--- config.mk ---
export PLATFORM = sky130hd
export DESIGN_NAME = branch_pred_unit
export DESIGN_NICKNAME = d
export VERILOG_FILES = /design/src/rtl/branch_pred_unit.sv
export SDC_FILE = /design/constraint.sdc
export NUM_CORES = 1
export LEC_CHECK = 0
export ABC_AREA = 1
export CORE_MARGIN = 5
export CORE_UTILIZATION = 57
export DETAILED_ROUTE_END_ITERATION = 7
export HOLD_SLACK_MARGIN = 0.15
export PLACE_DENSITY_LB_ADDON = 0.05
export SLEW_MARGIN = 10
export SYNTH_ARGS = -nofsm -noshare
export SYNTH_HDL_FRONTEND = slang
export SYNTH_SLANG_ARGS = --single-unit
--- constraint.sdc ---
create_clock -name clk_i -period 2.31 [get_ports clk_i]
set_input_delay 0.5775 -clock clk_i [delete_from_list [all_inputs] [get_ports clk_i]]
set_output_delay 0.5775 -clock clk_i [all_outputs]
set_load 0.01 [all_outputs]
--- src/rtl/branch_pred_unit.sv ---
// ---------------------------------------------------------------------------
// branch_pred_unit
//
// Resolves one conditional branch per cycle and maintains a bimodal branch
// history table (BHT) of 2-bit saturating counters for the fetch stage.
//
// Fetch side
//   lookup_pc_i     : fetch PC; low IDX_W bits index the BHT
//   pred_taken_o    : combinational prediction (MSB of the indexed counter)
//
// Resolve side (registered, one-cycle latency)
//   valid_i/flush_i : request is accepted when valid_i=1 and flush_i=0
//   pc_i, src_i     : branch PC and offset (or absolute target if abs_i=1)
//   cc_i, flags_i   : condition select/invert and processor flags
//   pred_taken_i    : prediction fetch used for this branch
//   valid_o         : one-cycle pulse per accepted request
//   branch_en_o     : actual taken outcome
//   dest_addr_o     : branch target
//   mispredict_o    : outcome differed from pred_taken_i
//   redirect_addr_o : correct next PC (target or fall-through)
//   mispred_cnt_o   : saturating count of mispredicts
// ---------------------------------------------------------------------------
module branch_pred_unit #(
  parameter int XLEN      = 32,
  parameter int BHT_DEPTH = 16,
  parameter int CNT_W     = 16
) (
  input  logic             clk_i,
  input  logic             rst_n_i,
  input  logic [XLEN-1:0]  lookup_pc_i,
  output logic             pred_taken_o,
  input  logic             valid_i,
  input  logic [XLEN-1:0]  pc_i,
  input  logic [3:0]       cc_i,
  input  logic [5:0]       flags_i,
  input  logic [XLEN-1:0]  src_i,
  input  logic             abs_i,
  input  logic             pred_taken_i,
  input  logic             flush_i,
  output logic             valid_o,
  output logic             branch_en_o,
  output logic [XLEN-1:0]  dest_addr_o,
  output logic             mispredict_o,
  output logic [XLEN-1:0]  redirect_addr_o,
  output logic [CNT_W-1:0] mispred_cnt_o
);

  localparam int IDX_W = $clog2(BHT_DEPTH);

  typedef enum logic [2:0] {
    CC_ALWAYS = 3'd0,
    CC_Z      = 3'd1,
    CC_P      = 3'd2,
    CC_N      = 3'd3,
    CC_C      = 3'd4,
    CC_V      = 3'd5,
    CC_NEVER0 = 3'd6,
    CC_NEVER1 = 3'd7
  } cc_sel_e;

  // Counter encoding: 00 strong-NT, 01 weak-NT, 10 weak-T, 11 strong-T.
  localparam logic [1:0] BHT_RESET = 2'b01;

  logic [1:0]       bht [BHT_DEPTH];
  logic [IDX_W-1:0] lookup_idx;
  logic [IDX_W-1:0] upd_idx;
  cc_sel_e          cc_sel;
  logic             raw_cond;
  logic             taken;
  logic             accept;
  logic             mispredict;
  logic [XLEN-1:0]  target;
  logic [XLEN-1:0]  fall_through;
  logic [1:0]       bht_next;

  // Address bits above the index and the reserved flag do not affect
  // prediction or resolution.
  logic unused_bits;
  assign unused_bits = ^{flags_i[0], lookup_pc_i[XLEN-1:IDX_W]};

  assign lookup_idx   = lookup_pc_i[IDX_W-1:0];
  assign upd_idx      = pc_i[IDX_W-1:0];
  // No bypass: a same-cycle update to this entry is visible next cycle.
  assign pred_taken_o = bht[lookup_idx][1];

  assign cc_sel = cc_sel_e'(cc_i[2:0]);

  // NOTE: give every combinational output a default before the case so no
  // path leaves it unassigned, which would infer a latch.
  always_comb begin
    raw_cond = 1'b0;
    unique case (cc_sel)
      CC_ALWAYS: raw_cond = 1'b1;
      CC_Z:      raw_cond = flags_i[5];
      CC_P:      raw_cond = flags_i[4];
      CC_N:      raw_cond = flags_i[3];
      CC_C:      raw_cond = flags_i[2];
      CC_V:      raw_cond = flags_i[1];
      CC_NEVER0,
      CC_NEVER1: raw_cond = 1'b0;
    endcase
  end

  assign taken        = raw_cond ^ cc_i[3];
  assign accept       = valid_i & ~flush_i;
  assign mispredict   = taken ^ pred_taken_i;
  // Both sums drop the carry-out, so addresses wrap modulo 2^XLEN.
  assign target       = abs_i ? src_i : pc_i + src_i;
  assign fall_through = pc_i + XLEN'(1);

  // Saturating step of the entry being resolved.
  always_comb begin
    bht_next = bht[upd_idx];
    if (taken) begin
      if (bht[upd_idx] != 2'b11) bht_next = bht[upd_idx] + 2'b01;
    end else begin
      if (bht[upd_idx] != 2'b00) bht_next = bht[upd_idx] - 2'b01;
    end
  end

  // NOTE: sequential state uses non-blocking assignments so every register
  // samples pre-edge values regardless of statement order.
  always_ff @(posedge clk_i or negedge rst_n_i) begin
    if (!rst_n_i) begin
      valid_o         <= 1'b0;
      mispredict_o    <= 1'b0;
      branch_en_o     <= 1'b0;
      dest_addr_o     <= '0;
      redirect_addr_o <= '0;
    end else begin
      valid_o      <= accept;
      mispredict_o <= accept & mispredict;
      // Payload holds its last value when nothing is accepted.
      if (accept) begin
        branch_en_o     <= taken;
        dest_addr_o     <= target;
        redirect_addr_o <= taken ? target : fall_through;
      end
    end
  end

  always_ff @(posedge clk_i or negedge rst_n_i) begin
    if (!rst_n_i) begin
      mispred_cnt_o <= '0;
    end else if (accept && mispredict && (mispred_cnt_o != '1)) begin
      mispred_cnt_o <= mispred_cnt_o + CNT_W'(1);
    end
  end

  // NOTE: the BHT is a flop array, not RAM, because every entry must be
  // forced to weak-not-taken by the asynchronous reset.
  always_ff @(posedge clk_i or negedge rst_n_i) begin
    if (!rst_n_i) begin
      for (int i = 0; i < BHT_DEPTH; i++) bht[i] <= BHT_RESET;
    end else if (accept) begin
      bht[upd_idx] <= bht_next;
    end
  end

endmodule

==> results of run 1 <==
==> flip-flops by register name (all words and copies together) (netlist names) <==
name,cells
mispred_cnt_o,16
mispredict_o,1
redirect_addr_o,32
dest_addr_o,32
branch_en_o,1
valid_o,1
bht,32
==> Yosys cell counts (2+ instances only) <==
cell        n
nand2_4     3
nor3_1     18
dfstp_2    16
nand4_1     9
a21oi_2    10
nand2_1   550
o21ai_1     5
nand2_2     6
and3_1      2
o211ai_2    2
buf_2       6
buf_4       3
buf_6       3
o31ai_1     2
a31oi_1    15
ha_1       36
buf_1       6
nor2_4      4
nand3b_1    4
nand3_1   134
inv_1     181
inv_2       2
o21ai_0    30
nor2_2      3
nor2_1    129
clkbuf_1   13
or2_2      19
o221ai_1    2
xor2_1     27
o211ai_1   15
a21oi_1    41
a211oi_1    2
o21bai_1    3
dfrtp_1    99
xnor2_1    25
==> critical path: cells and delay by family <==
| family | cells | cell delay, ns |
|---|---|---|
| AO/OA/AOI/OAI | 2 | 0.32 |
| adder cells (fa/ha/maj) | 1 | 0.23 |
| buffers and inverters | 3 | 0.77 |
| AND/OR/NAND/NOR | 8 | 0.75 |
==> area by class of cell <==
cell class | instances | area (um2)
multi-input cells | 1106 | 5830
repair buffers | 331 | 3020
flip-flops and latches | 115 | 2900
fillers | 1024 | 2580
inverters | 183 | 687
clock buffers | 18 | 439
well taps | 216 | 270
clock inverters | 14 | 156
==> stage by stage <==
stage	std cells	hold WS, ns	setup WS, ns	power, uW	utilization
final	1983	0.486	-0.00108	8380	0.838
after global routing	1983	0.504	-0.0465	8790	0.838
after CTS	1983	0.485	0.00436	8230	0.817
after detailed placement	1949	0.405	-0.700	5550	0.772
after global placement	1949	0.403	-0.588	5460	0.772
after floorplan	1436	0.282	0.0292	4110	-
==> layer usage <==
layer	share of wire	global-route usage	wire, um	vias up
met5	0	0	0	-
met4	0.033	0.128	1100	0
met3	0.080	0.0592	2640	97
met2	0.49	0.582	16200	513
met1	0.39	0.430	12900	4988
li1	-	-	-	5187
==> cells by family (layout without fill, tap and decap cells) <==
family	after synthesis	after routing	share of synthesized area
buf+inv	215	546	0.0939
simple gates	886	886	0.403
fa+ha+maj	37	37	0.0511
flops	115	115	0.315
xor+xnor	52	52	0.0495
compound gates	131	131	0.0879
==> path summary, 6_finish.rpt <==
kind | start | to | slack, ns
hold reg to reg | dest_addr_o[23]$_DFFE_PN0P_ | dest_addr_o[23]$_DFFE_PN0P_ | 0.49
setup / recovery | src_i[11] | redirect_addr_o[16]$_DFFE_PN0P_ | -0.001
max in group asynchronous | rst_n_i | bht[18]$_DFFE_PN1P_ | 1.20
hold / removal | dest_addr_o[23]$_DFFE_PN0P_ | dest_addr_o[23]$_DFFE_PN0P_ | 0.49
setup reg to reg | mispred_cnt_o[1]$_DFFE_PN0P_ | mispred_cnt_o[3]$_DFFE_PN0P_ | 0.24
min in group asynchronous | rst_n_i | bht[21]$_DFFE_PN0P_ | 0.53
==> timing repair <==
action	in CTS	in global routing
pin swaps	3	4
setup endpoints to repair	42	72
gates resized for setup	35	67
hold buffers	1	0
gates cloned	1	0
endpoints found under the hold margin	5	0
==> power by group through the flow <==
stage               sequential, uW  combinational, uW  clock [uW]
detailed placement            2750               2800           0
CTS                           2720               2870        2640
floorplan                     2800               1320           0
global placement              2740               2720           0
finish                        2740               3000        2640
global route                  2770               3260        2760
==> out/qor.yml, run 1 <==
clocking:
  post_cts_buffers: 0
  cts_max_level: 4
  clock_path_buffers: 2
  clkSinkCount: 115
  root_buffer: "clkbuf_16"
  cts_buffers: 17
  clk_pin_slew_ns: 0.06
  clock_latency_ns: 0.42
  cts_tree: "built"
place:
  routabilityCongestion: 0.978
  dpl_cell_area_um2: 12300
  hpwl_um: 24300
  io_buffers: 166
cells_and_area:
  layout-drive-gt1-share: 0.188
  final_common_cell: "nand2_1"
  nNetsFinal: 1903
  final_cell_area_um2: 13300
  area_delta_synth_final_pct: 44.5
  n_antenna_cell: 0
  layout_common_cells: "nand2_1, inv_1, buf_4, clkdlybuf4s50_1, nand3_1"
logic_synthesis:
  yosysTopAreaCell: "dfrtp_1"
  synth_warnings: 0
  synth_nets: 1585
  syn_inst: 1436
  synth.distinct_cells: 46
  synth.top_cell.area_share: 0.269
  yosysSeqAreaShare: 0.315
  synth_seq_cells: 115
  synth_ff_type: "dfrtp_1"
  synth_edf_count: 0
  syn_area_per_cell_um2: 6.41
  synthArstFlopShare: 1.00
  syn_area_um2: 9210
  synth.area.top_cells: "dfrtp_1, nand2_1, inv_1, nand3_1, nor2_1"
sta:
  slew_viol_final: 0
  hold_viol: 0
  worst_pin_slew_ns: 0.540
  fin_skew_ns: 0.00466
  min_period_ns: 2.31
  slew_headroom: 0.636
  layout_setup_ws_ns: -0.00108
  timing.setup.tns_ns: -0.00108
  fmax_mhz: 433
  layout_worst_path_cycle_share: 1.00
  setup_viol: 1
min_path:
  worstHoldPathCells: 2
  hold_path.class: "reg -> reg"
critical_path:
  crit_required_ns: 2.66
  crit_top_cell: "nand2_1"
  worstSetupStartpointType: "input pin"
  max_stage_delay_ns: 0.54
  cp_slowest_cell: "clkdlybuf4s50_1"
  arrival_ns: 2.66
  crit_type: "in -> reg"
  r2r_cells: 7
  critPathCaptureType: "flop"
  crit_chain: "clkdlybuf4s50_1 > ha_4 > nand2_1 > inv_1 > a21oi_2 > buf_4 > nor2_1 > nor2_1 > o21ai_0 > nand2_1 > nand3_1 > nand2_2 > nand2_1 > nand2_1"
  crit_fanout: 5
routing:
  vias_per_cell: 5.44
  routed_wl_um: 32900
  drc: 0
  avgRoutedWirePerCell_um: 16.6
  ant_nets: 0
  drt_pass1_iterations: 6
  drtIter0Drc: 868
  vias: 10800
power:
  switchingPower_uw: 2900
  pwr-share-clk: 0.316
  p_int_uw: 5470
  peakVddDrop_mv: 0.399
  seqPwrFrac: 0.327
  power_frac_comb: 0.358
  powerDensity_nw_per_um2: 630
  p_sw_frac: 0.347
  p_leak_uw: 0.00686
floorplan:
  placementRows: 46
  ios: 196
  fp.coreArea_um2: 15900
  die-area_um2: 18800
  start_util: 0.580
  die_h_um: 137
  die_x_um: 137
global_route:
  grt-ovfl-total: 0
  antenna_found_initial: 0
  grt.total_usage: 0.340
  grt_pass1_wl_um: 50600
  grt_max_degree: 63
  first_global_vias: 10400
run_status:
  violations: "negative setup slack"
  outcome: "finished, violations left"
flow_run:
  drv_cap: 0
Note: power is estimated with default switching activity, not from simulation.
==> run 2: changes to the inputs <==
--- a/config.mk
+++ b/config.mk
@@ -8,6 +8,7 @@
 export ABC_AREA = 1
 export CORE_MARGIN = 5
 export CORE_UTILIZATION = 57
+export CTS_BUF_LIST = sky130_fd_sc_hd__clkbuf_16
 export DETAILED_ROUTE_END_ITERATION = 7
 export HOLD_SLACK_MARGIN = 0.15
 export PLACE_DENSITY_LB_ADDON = 0.05
==> out/qor.yml, run 2 (synthesized netlist as in run 1, its figures left out) <==
run_status:
  outcome: "finished, violations left"  # unchanged
  violations: "negative setup slack"  # unchanged
sta:
  setup_viol: 2  # was 1
  layout_setup_ws_ns: -0.0538  # was -0.00108 ns
  worst_pin_slew_ns: 0.516  # was 0.540 ns
  layout_worst_path_cycle_share: 1.02  # was 1.00
  fin_skew_ns: 0.00568  # was 0.00466 ns
  rsz0062_at_grt: "yes"
  hold_viol: 0  # unchanged
  slew_viol_final: 0  # unchanged
  fmax_mhz: 423  # was 433 MHz
  slew_headroom: 0.653  # was 0.636
  min_period_ns: 2.36  # was 2.31 ns
floorplan:
  fp.coreArea_um2: 15900  # unchanged
  die-area_um2: 18800  # unchanged
  die_h_um: 137  # unchanged
  placementRows: 46  # unchanged
  ios: 196  # unchanged
  die_x_um: 137  # unchanged
  start_util: 0.580  # unchanged
clocking:
  clk_pin_slew_ns: 0.05  # was 0.06 ns
  cts_tree: "built"  # unchanged
  clkSinkCount: 115  # unchanged
  cts_max_level: 4  # unchanged
  clock_path_buffers: 2  # unchanged
  root_buffer: "clkbuf_16"  # unchanged
  post_cts_buffers: 0  # unchanged
  cts_buffers: 17  # unchanged
  clock_latency_ns: 0.42  # about the same
routing:
  drc: 0  # unchanged
  avgRoutedWirePerCell_um: 16.8  # was 16.6 um
  routed_wl_um: 33400  # was 32,900 um
  vias: 10900  # was 10,800
  drtIter0Drc: 909  # was 868
  drt_pass1_iterations: 6  # unchanged
  vias_per_cell: 5.50  # was 5.44
  ant_nets: 0  # unchanged
place:
  hpwl_um: 24300  # unchanged
  dpl_cell_area_um2: 12300  # unchanged
  routabilityCongestion: 0.978  # unchanged
  io_buffers: 166  # unchanged
  pre_cts_ws_ns: -0.700  # unchanged
cells_and_area:
  area_delta_synth_final_pct: 44.6  # was 44.5%
  nNetsFinal: 1904  # was 1,903
  final_common_cell: "nand2_1"  # unchanged
  n_antenna_cell: 0  # unchanged
  layout_common_cells: "nand2_1, inv_1, buf_4, clkdlybuf4s50_1, nand3_1"  # unchanged
  layout-drive-gt1-share: 0.188  # about the same
  final_cell_area_um2: 13300  # about the same
  largest_registers: "bht: 32 flops, dest_addr_o: 32 flops, redirect_addr_o: 32 flops"  # unchanged
power:
  seqPwrFrac: 0.327  # about the same
  powerDensity_nw_per_um2: 628  # was 630 nW/um2
  p_leak_uw: 0.00687  # was 0.00686 uW
  pwr-share-clk: 0.312  # was 0.316
  switchingPower_uw: 2920  # was 2900 uW
  peakVddDrop_mv: 0.397  # was 0.399 mV
  p_int_uw: 5440  # was 5470 uW
  p_sw_frac: 0.349  # was 0.347
  power_frac_comb: 0.360  # was 0.358
global_route:
  grt.total_usage: 0.339  # was 0.340
  first_global_vias: 10400  # about the same
  antenna_found_initial: 0  # unchanged
  grt_max_degree: 63  # unchanged
  grt_pass1_wl_um: 50500  # was 50,600 um
  grt-ovfl-total: 0  # unchanged
critical_path:
  arrival_ns: 2.72  # was 2.66 ns
  crit_type: "in -> reg"  # unchanged
  cp-endpoint: "redirect_addr_o[16]$_DFFE_PN0P_"  # unchanged
  crit_required_ns: 2.66  # about the same
  rrSetupSlack_ns: 0.24  # about the same
  worstReg2RegStart: "mispred_cnt_o[1]$_DFFE_PN0P_"  # unchanged
  timing.rr.end: "mispred_cnt_o[3]$_DFFE_PN0P_"  # unchanged
  worstSetupStartpointType: "input pin"  # unchanged
  critPathCaptureType: "flop"  # unchanged
  critPathLaunch: "src_i[11]"  # unchanged
  crit_fanout: 5  # unchanged
  r2r_cells: 7  # unchanged
min_path:
  hold_path.class: "reg -> reg"  # unchanged
flow_run:
  drv_cap: 0  # unchanged
-- run 2: cell types whose count changed in the layout (fill, tap and decap cells not counted) --
cell,change
ha_1,+1
a21oi_2,+1
clkbuf_8,-1
clkbuf_16,+1
clkinv_1,+1
ha_4,-1
a21oi_1,-1
-- run 2: layer usage --
metal	wire, um	global-route usage	up-vias
li1	-	-	5187
met1	13100	0.431	5053
met2	16300	0.577	570
met3	2750	0.0596	104
met4	1170	0.128	0
met5	0	0	-
-- run 2: cell type report --
type,count,area [um2]
fillers,1028,2570
inverters,183,687
clock inverters,15,160
well taps,216,270
clock buffers,17,425
repair buffers,332,3050
flip-flops and latches,115,2900
multi-input cells,1106,5820
-- run 2: worst min path at each step --
stage	to	slack [ns]	cells after the start	from
detailed placement	bht[21]$_DFFE_PN0P_	0.40	1	rst_n_i
finish	dest_addr_o[17]$_DFFE_PN0P_	0.48	2	dest_addr_o[17]$_DFFE_PN0P_
CTS	dest_addr_o[17]$_DFFE_PN0P_	0.48	2	dest_addr_o[17]$_DFFE_PN0P_
global route	dest_addr_o[23]$_DFFE_PN0P_	0.50	2	dest_addr_o[23]$_DFFE_PN0P_
global placement	bht[21]$_DFFE_PN0P_	0.40	1	rst_n_i
floorplan	bht[11]$_DFFE_PN0P_	0.28	0	rst_n_i
-- run 2: worst max-delay path: stages --
cell	delay, ns
clkdlybuf4s50_1	0.55
ha_4	0.24
nand2_1	0.10
inv_1	0.08
a21oi_2	0.20
buf_4	0.15
nor2_1	0.03
nor2_1	0.14
o21ai_0	0.13
nand2_1	0.09
nand3_1	0.11
nand2_2	0.14
nand2_1	0.09
nand2_1	0.07
-- run 2: power groups by stage --
| stage | Clock, uW | Combinational, uW | Sequential [uW] |
|---|---|---|---|
| floorplan | 0 | 1320 | 2800 |
| global placement | 0 | 2720 | 2740 |
| detailed placement | 0 | 2800 | 2750 |
| CTS | 2610 | 2870 | 2720 |
| global route | 2720 | 3260 | 2780 |
| finish | 2610 | 3010 | 2740 |
-- run 2: repair_timing --
item,in CTS,in global routing
resized for setup,35,67
endpoints found under the setup margin,40,70
cloned,1,1
hold endpoints to repair,5,0
hold buffers,1,0
pin swaps,2,4
-- run 2: per-stage QoR --
stage	utilization	instances	total power, uW	TNS [ns]	hold slack (ns)
final	0.838	1984	8360	-0.0781	0.485
after global routing	0.838	1984	8760	-0.374	0.504
after CTS	0.816	1983	8200	0	0.485
after detailed placement	0.772	1949	5550	-38.54	0.405
after global placement	0.772	1949	5460	-32.15	0.403
after floorplan	-	1436	4110	0	0.282
